==> config.mk <==
export PLATFORM = sky130hd
export DESIGN_NAME = icebus_status_frame_receiver
export DESIGN_NICKNAME = d
export VERILOG_FILES = /design/src/rtl/icebus_status_frame_receiver.sv
export SDC_FILE = /design/constraint.sdc
export NUM_CORES = 1
export LEC_CHECK = 0
export CORE_MARGIN = 1.5
export CORE_UTILIZATION = 59
export DETAILED_ROUTE_END_ITERATION = 7
export GPL_TIMING_DRIVEN = 0
export PLACE_DENSITY = 0.85
export SLEW_MARGIN = 20
export SYNTH_ARGS = -nofsm -noshare
export SYNTH_HDL_FRONTEND = slang
export SYNTH_SLANG_ARGS = --single-unit
==> constraint.sdc <==
create_clock -name clk -period 4.6 [get_ports clk]
set_input_delay 0.92 -clock clk [delete_from_list [all_inputs] [get_ports clk]]
set_output_delay 0.92 -clock clk [all_outputs]
set_load 0.01 [all_outputs]
==> src/rtl/icebus_status_frame_receiver.sv <==
// Status-frame receive stage: hunts for the response header, collects one fixed-length
// frame, checks CRC16 and responder id, and presents the decoded motor telemetry.
module icebus_status_frame_receiver #(
  parameter logic [31:0] HEADER              = 32'h1CEB00DA,
  parameter int unsigned BYTE_TIMEOUT_CYCLES = 5000
) (
  input  logic               clk,
  input  logic               reset,
  input  logic               rx_valid,
  input  logic [7:0]         rx_data,
  input  logic               abort,
  input  logic [7:0]         expected_id,
  output logic               frame_valid,
  output logic [7:0]         id,
  output logic signed [23:0] encoder0_position,
  output logic signed [23:0] encoder1_position,
  output logic signed [15:0] current,
  output logic signed [23:0] duty,
  output logic signed [23:0] displacement,
  output logic               crc_error,
  output logic               id_mismatch,
  output logic               byte_timeout,
  output logic [31:0]        frames_ok,
  output logic [31:0]        frames_bad,
  output logic               busy
);

  localparam int unsigned GapW       = $clog2(BYTE_TIMEOUT_CYCLES + 1);
  localparam int unsigned PayloadLen = 15;
  localparam int unsigned FrameLen   = 17;

  typedef enum logic [1:0] {StHunt, StReceive, StCheck} state_e;

  state_e               state_q, state_d;
  logic [31:0]          hdr_q, hdr_d;
  logic [31:0]          hdr_shift;
  logic [4:0]           byte_cnt_q, byte_cnt_d;
  logic [15:0]          crc_q, crc_d;
  logic [GapW-1:0]      gap_q, gap_d;
  logic [8*FrameLen-1:0] buf_q, buf_d;

  logic [7:0]           id_q, id_d;
  logic [23:0]          enc0_q, enc0_d;
  logic [23:0]          enc1_q, enc1_d;
  logic [15:0]          cur_q, cur_d;
  logic [23:0]          duty_q, duty_d;
  logic [23:0]          disp_q, disp_d;

  logic                 valid_q, valid_d;
  logic                 crc_err_q, crc_err_d;
  logic                 mismatch_q, mismatch_d;
  logic                 timeout_q, timeout_d;
  logic [31:0]          ok_cnt_q, ok_cnt_d;
  logic [31:0]          bad_cnt_q, bad_cnt_d;
  logic                 ok_inc, bad_inc;

  // Frame buffer layout after the last byte: id, enc0, enc1, current, duty, disp, crc.
  logic [7:0]           f_id;
  logic [23:0]          f_enc0, f_enc1, f_duty, f_disp;
  logic [15:0]          f_cur, f_crc;

  assign f_id   = buf_q[135:128];
  assign f_enc0 = buf_q[127:104];
  assign f_enc1 = buf_q[103:80];
  assign f_cur  = buf_q[79:64];
  assign f_duty = buf_q[63:40];
  assign f_disp = buf_q[39:16];
  assign f_crc  = buf_q[15:0];

  assign hdr_shift = {hdr_q[23:0], rx_data};

  // CRC16 poly 0x8005, MSB-first: data bit 7 enters the register first.
  function automatic logic [15:0] crc16_update(input logic [15:0] crc_in,
                                               input logic [7:0]  data);
    logic [15:0] c;
    c = crc_in;
    for (int i = 7; i >= 0; i--) begin
      if (c[15] ^ data[i]) begin
        c = {c[14:0], 1'b0} ^ 16'h8005;
      end else begin
        c = {c[14:0], 1'b0};
      end
    end
    return c;
  endfunction

  always_comb begin
    state_d    = state_q;
    hdr_d      = hdr_q;
    byte_cnt_d = byte_cnt_q;
    crc_d      = crc_q;
    gap_d      = gap_q;
    buf_d      = buf_q;
    id_d       = id_q;
    enc0_d     = enc0_q;
    enc1_d     = enc1_q;
    cur_d      = cur_q;
    duty_d     = duty_q;
    disp_d     = disp_q;
    valid_d    = 1'b0;
    crc_err_d  = 1'b0;
    mismatch_d = 1'b0;
    timeout_d  = 1'b0;
    ok_inc     = 1'b0;
    bad_inc    = 1'b0;

    case (state_q)
      StHunt: begin
        if (abort) begin
          hdr_d = '0;
        end else if (rx_valid) begin
          hdr_d = hdr_shift;
          if (hdr_shift == HEADER) begin
            // Clearing here means HUNT is always re-entered with an empty register.
            state_d    = StReceive;
            hdr_d      = '0;
            byte_cnt_d = '0;
            crc_d      = 16'hFFFF;
            gap_d      = '0;
          end
        end
      end

      StReceive: begin
        if (abort) begin
          state_d = StHunt;
        end else if (rx_valid) begin
          buf_d      = {buf_q[8*FrameLen-9:0], rx_data};
          byte_cnt_d = byte_cnt_q + 5'd1;
          gap_d      = '0;
          if (byte_cnt_q < 5'(PayloadLen)) begin
            crc_d = crc16_update(crc_q, rx_data);
          end
          if (byte_cnt_q == 5'(FrameLen - 1)) begin
            state_d = StCheck;
          end
        end else if (gap_q == GapW'(BYTE_TIMEOUT_CYCLES - 1)) begin
          timeout_d = 1'b1;
          bad_inc   = 1'b1;
          state_d   = StHunt;
        end else begin
          gap_d = gap_q + 1'b1;
        end
      end

      StCheck: begin
        state_d = StHunt;
        if (!abort) begin
          if (crc_q != f_crc) begin
            crc_err_d = 1'b1;
            bad_inc   = 1'b1;
          end else if ((f_id == expected_id) || (expected_id == 8'hFF)) begin
            id_d    = f_id;
            enc0_d  = f_enc0;
            enc1_d  = f_enc1;
            cur_d   = f_cur;
            duty_d  = f_duty;
            disp_d  = f_disp;
            valid_d = 1'b1;
            ok_inc  = 1'b1;
          end else begin
            mismatch_d = 1'b1;
            bad_inc    = 1'b1;
          end
        end
      end

      default: state_d = StHunt;
    endcase

    ok_cnt_d  = (ok_inc && (ok_cnt_q != '1)) ? ok_cnt_q + 32'd1 : ok_cnt_q;
    bad_cnt_d = (bad_inc && (bad_cnt_q != '1)) ? bad_cnt_q + 32'd1 : bad_cnt_q;
  end

  always_ff @(posedge clk or negedge reset) begin
    if (!reset) begin
      state_q    <= StHunt;
      hdr_q      <= '0;
      byte_cnt_q <= '0;
      crc_q      <= '0;
      gap_q      <= '0;
      buf_q      <= '0;
      id_q       <= '0;
      enc0_q     <= '0;
      enc1_q     <= '0;
      cur_q      <= '0;
      duty_q     <= '0;
      disp_q     <= '0;
      valid_q    <= 1'b0;
      crc_err_q  <= 1'b0;
      mismatch_q <= 1'b0;
      timeout_q  <= 1'b0;
      ok_cnt_q   <= '0;
      bad_cnt_q  <= '0;
    end else begin
      state_q    <= state_d;
      hdr_q      <= hdr_d;
      byte_cnt_q <= byte_cnt_d;
      crc_q      <= crc_d;
      gap_q      <= gap_d;
      buf_q      <= buf_d;
      id_q       <= id_d;
      enc0_q     <= enc0_d;
      enc1_q     <= enc1_d;
      cur_q      <= cur_d;
      duty_q     <= duty_d;
      disp_q     <= disp_d;
      valid_q    <= valid_d;
      crc_err_q  <= crc_err_d;
      mismatch_q <= mismatch_d;
      timeout_q  <= timeout_d;
      ok_cnt_q   <= ok_cnt_d;
      bad_cnt_q  <= bad_cnt_d;
    end
  end

  assign frame_valid       = valid_q;
  assign crc_error         = crc_err_q;
  assign id_mismatch       = mismatch_q;
  assign byte_timeout      = timeout_q;
  assign id                = id_q;
  assign encoder0_position = enc0_q;
  assign encoder1_position = enc1_q;
  assign current           = cur_q;
  assign duty              = duty_q;
  assign displacement      = disp_q;
  assign frames_ok         = ok_cnt_q;
  assign frames_bad        = bad_cnt_q;
  assign busy              = (state_q != StHunt);

endmodule

* Yosys cells after proc, flatten, opt, wreduce, memory -nomap -nowiden
Index checks and enable logic that the tools add are counted.
** Operators by class
- Equality and inequality tests :: 19
- Multiplexer cells :: 85
- Magnitude comparators :: 1
- $add $sub $neg :: 4
- Bitwise gates (word level) :: 18
- Reductions and logical operators :: 14
** Operators with widths (count)
- $mux 16 :: 42
- $mux 13 :: 6
- $mux 24 :: 3
- $add 32x1->32 const B :: 2
- $ne 32x32->1 const B :: 2
- $eq 32x29->1 const B :: 1
- $pmux 16 s2 :: 1
- $pmux 13 s2 :: 1
- $mux 5 :: 5
- $not 3->3 :: 8
- $mux 1 :: 17
- $ne 16x16->1 :: 1
- $mux 2 :: 7
- $add 13x1->13 const B :: 1
- $eq 13x13->1 const B :: 1
- $ne 2x2->1 const B :: 6
- $reduce_and 6->1 :: 2
- $pmux 5 s2 :: 1
- $eq 8x8->1 :: 1
- $eq 8x8->1 const B :: 1
- $ne 4x4->1 const B :: 2
- $xor 1x1->1 :: 8
- $reduce_and 7->1 :: 1
- $reduce_bool 2->1 :: 3
- 16 further kinds :: 18
** Word-level totals
- Output and inout bits :: 189
- Register bits :: 384
- Logic and storage cells :: 159

* Logic depth before layout (Yosys ltp)
- Depth in word-level cells :: 48
- Depth in mapped cells :: 10
- Depth with buffers taken out :: 8

* Worst setup path before layout
OpenSTA, ideal clock, no wires.
- Path kind :: input to register
- Start point :: input port rx_data[0]
- End point :: register gap_q[6]
- Stages on the path :: 8
- Setup time :: 0.132 ns
- Path slack :: 1.853 ns
- Data arrival time :: 2.615 ns
- Cell sequence :: or4_1 > nor4_1 > nand4_1 > a21o_1 > buf_2 > nor3b_1 > xnor2_1 > nor2_1
** On the way
- Word-level cells in the longest chain between the ends :: 3
** Ends and longest elaborated chain
- from (decl) :: RTL line 10 : input logic [7:0] rx_data,
- $eq 32x29->1 :: RTL line 113 : if (hdr_shift == HEADER) begin
- $ne 2x2->1 (no source line)
- $reduce_and 6->1 (no source line)
- to (signal assigned) :: RTL line 200 : gap_q <= gap_d;
- to (decl) :: RTL line 39 : logic [GapW-1:0] gap_q, gap_d;
No other way between the ends.
A chain may end at the register's enable or synchronous reset.

* Worst setup path in the final report
- Start point :: input port rx_data[7]
- End point :: register crc_q[4]
** On the way
- Word-level cells in the longest chain between the ends :: 46
- Elaborated cells on any way between the ends :: 50
- Classes of those cells :: eq/ne: 2; mux: 40; bitwise: 7; reduce/logical: 1
** Ends and longest elaborated chain
- $xor 1x1->1 :: RTL line 78 : if (c[15] ^ data[i]) begin
- $mux 16 :: RTL line 78
- $mux 16 :: RTL line 131 : if (byte_cnt_q < 5'(PayloadLen)) begin
- $mux 16 :: RTL line 127 : end else if (rx_valid) begin
- $mux 16 :: RTL line 125 : if (abort) begin
- $mux 16 :: RTL line 107 : case (state_q)
- $xor 1x1->1 :: RTL line 78
- $mux 16 :: RTL line 78
- [... 30 more ...]
- $mux 16 :: RTL line 127
- $mux 16 :: RTL line 125
- $mux 16 :: RTL line 107
- $mux 16 :: RTL line 78
- $mux 16 :: RTL line 131
- $mux 16 :: RTL line 127
- $mux 16 :: RTL line 125
- $pmux 16 s2 :: RTL line 107
- to (signal assigned) :: RTL line 199 : crc_q <= crc_d;
- to (decl) :: RTL line 38 : logic [15:0] crc_q, crc_d;
Parallel ways exist; a longest one is shown, timed or not. The select of a mux whose other input is x is not followed.

==> results.toml <==
[sta]
hold_slack_ns = 0.402
post-route-period-util = 0.731
grt_setup_unrepaired = "false"
hold_viol_final = 0
max_clock_freq_ghz = 0.298
min_period_ns = 3.36
slew_headroom = 0.403
maxSlewViolCount = 0
fin_skew_ns = 0.0166
tightest_slew_ns = 0.887
setup_violations = 0

[logic_synthesis]
synth_top_family_by_area = "multiplexers"
ys_async_sr_fraction = 1.00
synth_area_um2 = 15800
yosysTopAreaCellShare = 0.606
synth_cell_types = 54
synth_xor_area_frac = 0.0676
synth_compound_area_frac = 0.0347
avgSynthCellArea_um2 = 13.8
synth_nets = 1175
synth-simple-area-share = 0.0845
ys_seq_area_frac = 0.606
synth_mux_area_frac = 0.184
synthFlopType = "dfrtp_1"
synth_top_cell_by_area = "dfrtp_1"
synth_warnings = 0
ys_ff_latch = 384
synth_cells = 1147
synth_edf_count = 0
synth-adder-area-share = 0.00632
synth.area.top_cells = "dfrtp_1, mux2_2, xnor2_1"

[final_layout]
synthToLayoutAreaGrowth_pct = 25.5
drive_gt1_frac = 0.245
diodes = 0
nets = 1428
fin_cells = 1766
fin_util = 0.759

[cts]
post-cts-setup-buffer-count = 0
clk_path_buf_depth = 3
holdBufCountCts = 0
cts.clk_slew.worst_paths_ns = 0.06
clock-root-buffer = "clkbuf_16"
cts_tree = "built"
h-tree-depth = 2
cts_buffers = 40
cts_sinks = 384
clk_latency_ns = 0.52
cts.repair.resized = 0

[drt]
wirelength_um = 34600
drt_iter0_drc = 553
first_pass_iters = 5
ant_nets = 0
viasPerCell = 5.71
drc = 0
routedWlPerCell_um = 19.6
dr_total_vias = 10087

[global_route]
grt_overflow_total = 0
grt_pass1_vias = 10668
grt_pass1_wl_um = 57300
antenna_found_initial = 0
grt_start_max_net_pins = 105
track_usage = 0.255

[run]
maxCapViolations = 0

[place]
gp_congestion = 0.873
hpwl_um = 23600
port-buffer-count = 208
dp.cells = 1693

[power_and_ir_drop]
power.leakage_nw = 9.36
intPower_mw = 6.89
pwr-share-clk = 0.369
seqPwrFrac = 0.464
switching_share = 0.267
switching_power_mw = 2.51
ir_drop_uv = 422
power.density_nw_per_um2 = 473
p_comb_frac = 0.167

[floorplan]
ioPinCount = 209
dieArea_um2 = 27900
start_util = 0.605
placementRows = 59
core_area_um2 = 26200
fp.dieW_um = 167
die_y_um = 167

[setup_path]
setup.worst_path.class = "input port to register"
crit_path_max_fanout = 10
arrival_ns = 3.81
crit_path_start_kind = "input port"
critPathCaptureType = "register"
r2r_start = "crc_q[8]$_DFFE_PN0P_"
crit_start = "rx_data[7]"
critPathRequiredTime_ns = 5.05

[outcome]
status = "completed"

[worst_hold_path]
hold_class = "input port to asynchronous set/reset pin"
metal layers:
layer  part of all wire  global-route usage  vias up
met1               0.43               0.338     5165
met2               0.51               0.437      275
met3              0.046              0.0449       60
met4              0.021              0.0700        0
met5                  0                   0        -
li1                   -                   -     4587
Yosys cell counts, types with 7 or more instances:
library cell  instances
nand4_1              28
inv_1                14
dfrtp_1             384
mux2_2              258
a21o_1               12
xor2_1               35
buf_1                 7
xnor2_1              82
nor3_1               17
nand2_1              44
a21oi_1              15
nor2b_1               9
buf_2                12
nor2_1               31
nor4_1               16
nand3_1              32
o21ai_0              13
and3_1               15
ha_1                  8
clkbuf_1             29
a22o_1               24
and4_1                8
and2_1                7
power groups by stage:
stage | clock network, mW | registers (mW) | logic, mW
after floorplan | 0 | 4.23 | 1.22
after global placement | 0 | 4.38 | 1.47
after detailed placement | 0 | 4.41 | 1.55
after CTS | 3.53 | 4.36 | 1.58
after global routing | 3.67 | 4.43 | 1.74
final | 3.47 | 4.36 | 1.57
layout make-up:
type | count | area, um^2
sequential | 384 | 9610
fill | 1613 | 6320
multi-input combinational | 699 | 5980
timing repair buffer | 211 | 2170
clock buffer | 60 | 1220
tap | 335 | 419
clock inverter | 13 | 230
buffer | 50 | 210
inverter | 14 | 52.6
cells by family (layout without fill, tap and decap cells):
| kind of cell | count (synthesis) | count (layout) |
|---|---|---|
| compound gates | 75 | 75 |
| xor+xnor | 119 | 119 |
| fa+ha+maj | 8 | 8 |
| buf+inv | 64 | 348 |
| flops | 384 | 384 |
| mux | 259 | 259 |
| simple gates | 238 | 238 |
worst max-delay path: stages:
cell	delay [ns]
clkdlybuf4s50_1	0.61
nor4bb_1	0.33
nand4_1	0.21
nor4_1	0.63
nand2b_1	0.25
nand3_1	0.17
clkbuf_1	0.29
a21oi_1	0.26
a21o_1	0.14
path summary, 6_finish.rpt:
| path | endpoint | slack (ns) | depth (start not counted) |
|---|---|---|---|
| max reg2reg | displacement[23]$_DFFE_PN0P_ | 1.64 | 7 |
| min reg2reg | frames_bad[27]$_DFFE_PN0P_ | 0.49 | 1 |
| min | buf_q[107]$_DFFE_PN0P_ | 0.40 | 1 |
| max | crc_q[4]$_DFFE_PN0P_ | 1.24 | 9 |
| max in group asynchronous | frames_bad[25]$_DFFE_PN0P_ | 3.21 | 2 |
| min in group clk | frames_bad[27]$_DFFE_PN0P_ | 0.49 | 1 |
stage by stage:
step                instance area (um^2)  setup TNS (ns)  power, mW  worst slack [ns]
CTS                                19900               0       9.47              1.32
detailed placement                 18400               0       5.96             0.801
global placement                   18300        -5188.46       5.85            -13.54
finish                             19900               0       9.40              1.24
global route                       19900               0       9.84              1.06
floorplan                          15800               0       5.45              1.85
flip-flops by register name, summed over array words and instances, names as in the netlist:
register / count
displacement: 24
duty: 24
current: 16
byte_cnt_q: 5
crc_q: 16
encoder0_position: 24
id: 8
crc_error: 1
encoder1_position: 24
gap_q: 13
frames_ok: 32
byte_timeout: 1
id_mismatch: 1
frames_bad: 32
frame_valid: 1
state_q: 2
hdr_q: 24
buf_q: 136
layout by cell type, fill, tap and decap left out, types with 15 or more instances in the layout:
cell type          n
a21oi_1           15
a22o_1            24
and3_1            15
clkbuf_1          35
clkbuf_16         40
clkdlybuf4s50_1  207
dfrtp_1          384
mux2_2           258
nand2_1           44
nand3_1           32
nand4_1           28
nor2_1            31
nor3_1            17
nor4_1            16
xnor2_1           82
xor2_1            35
Power figures use the tool's default switching activity.
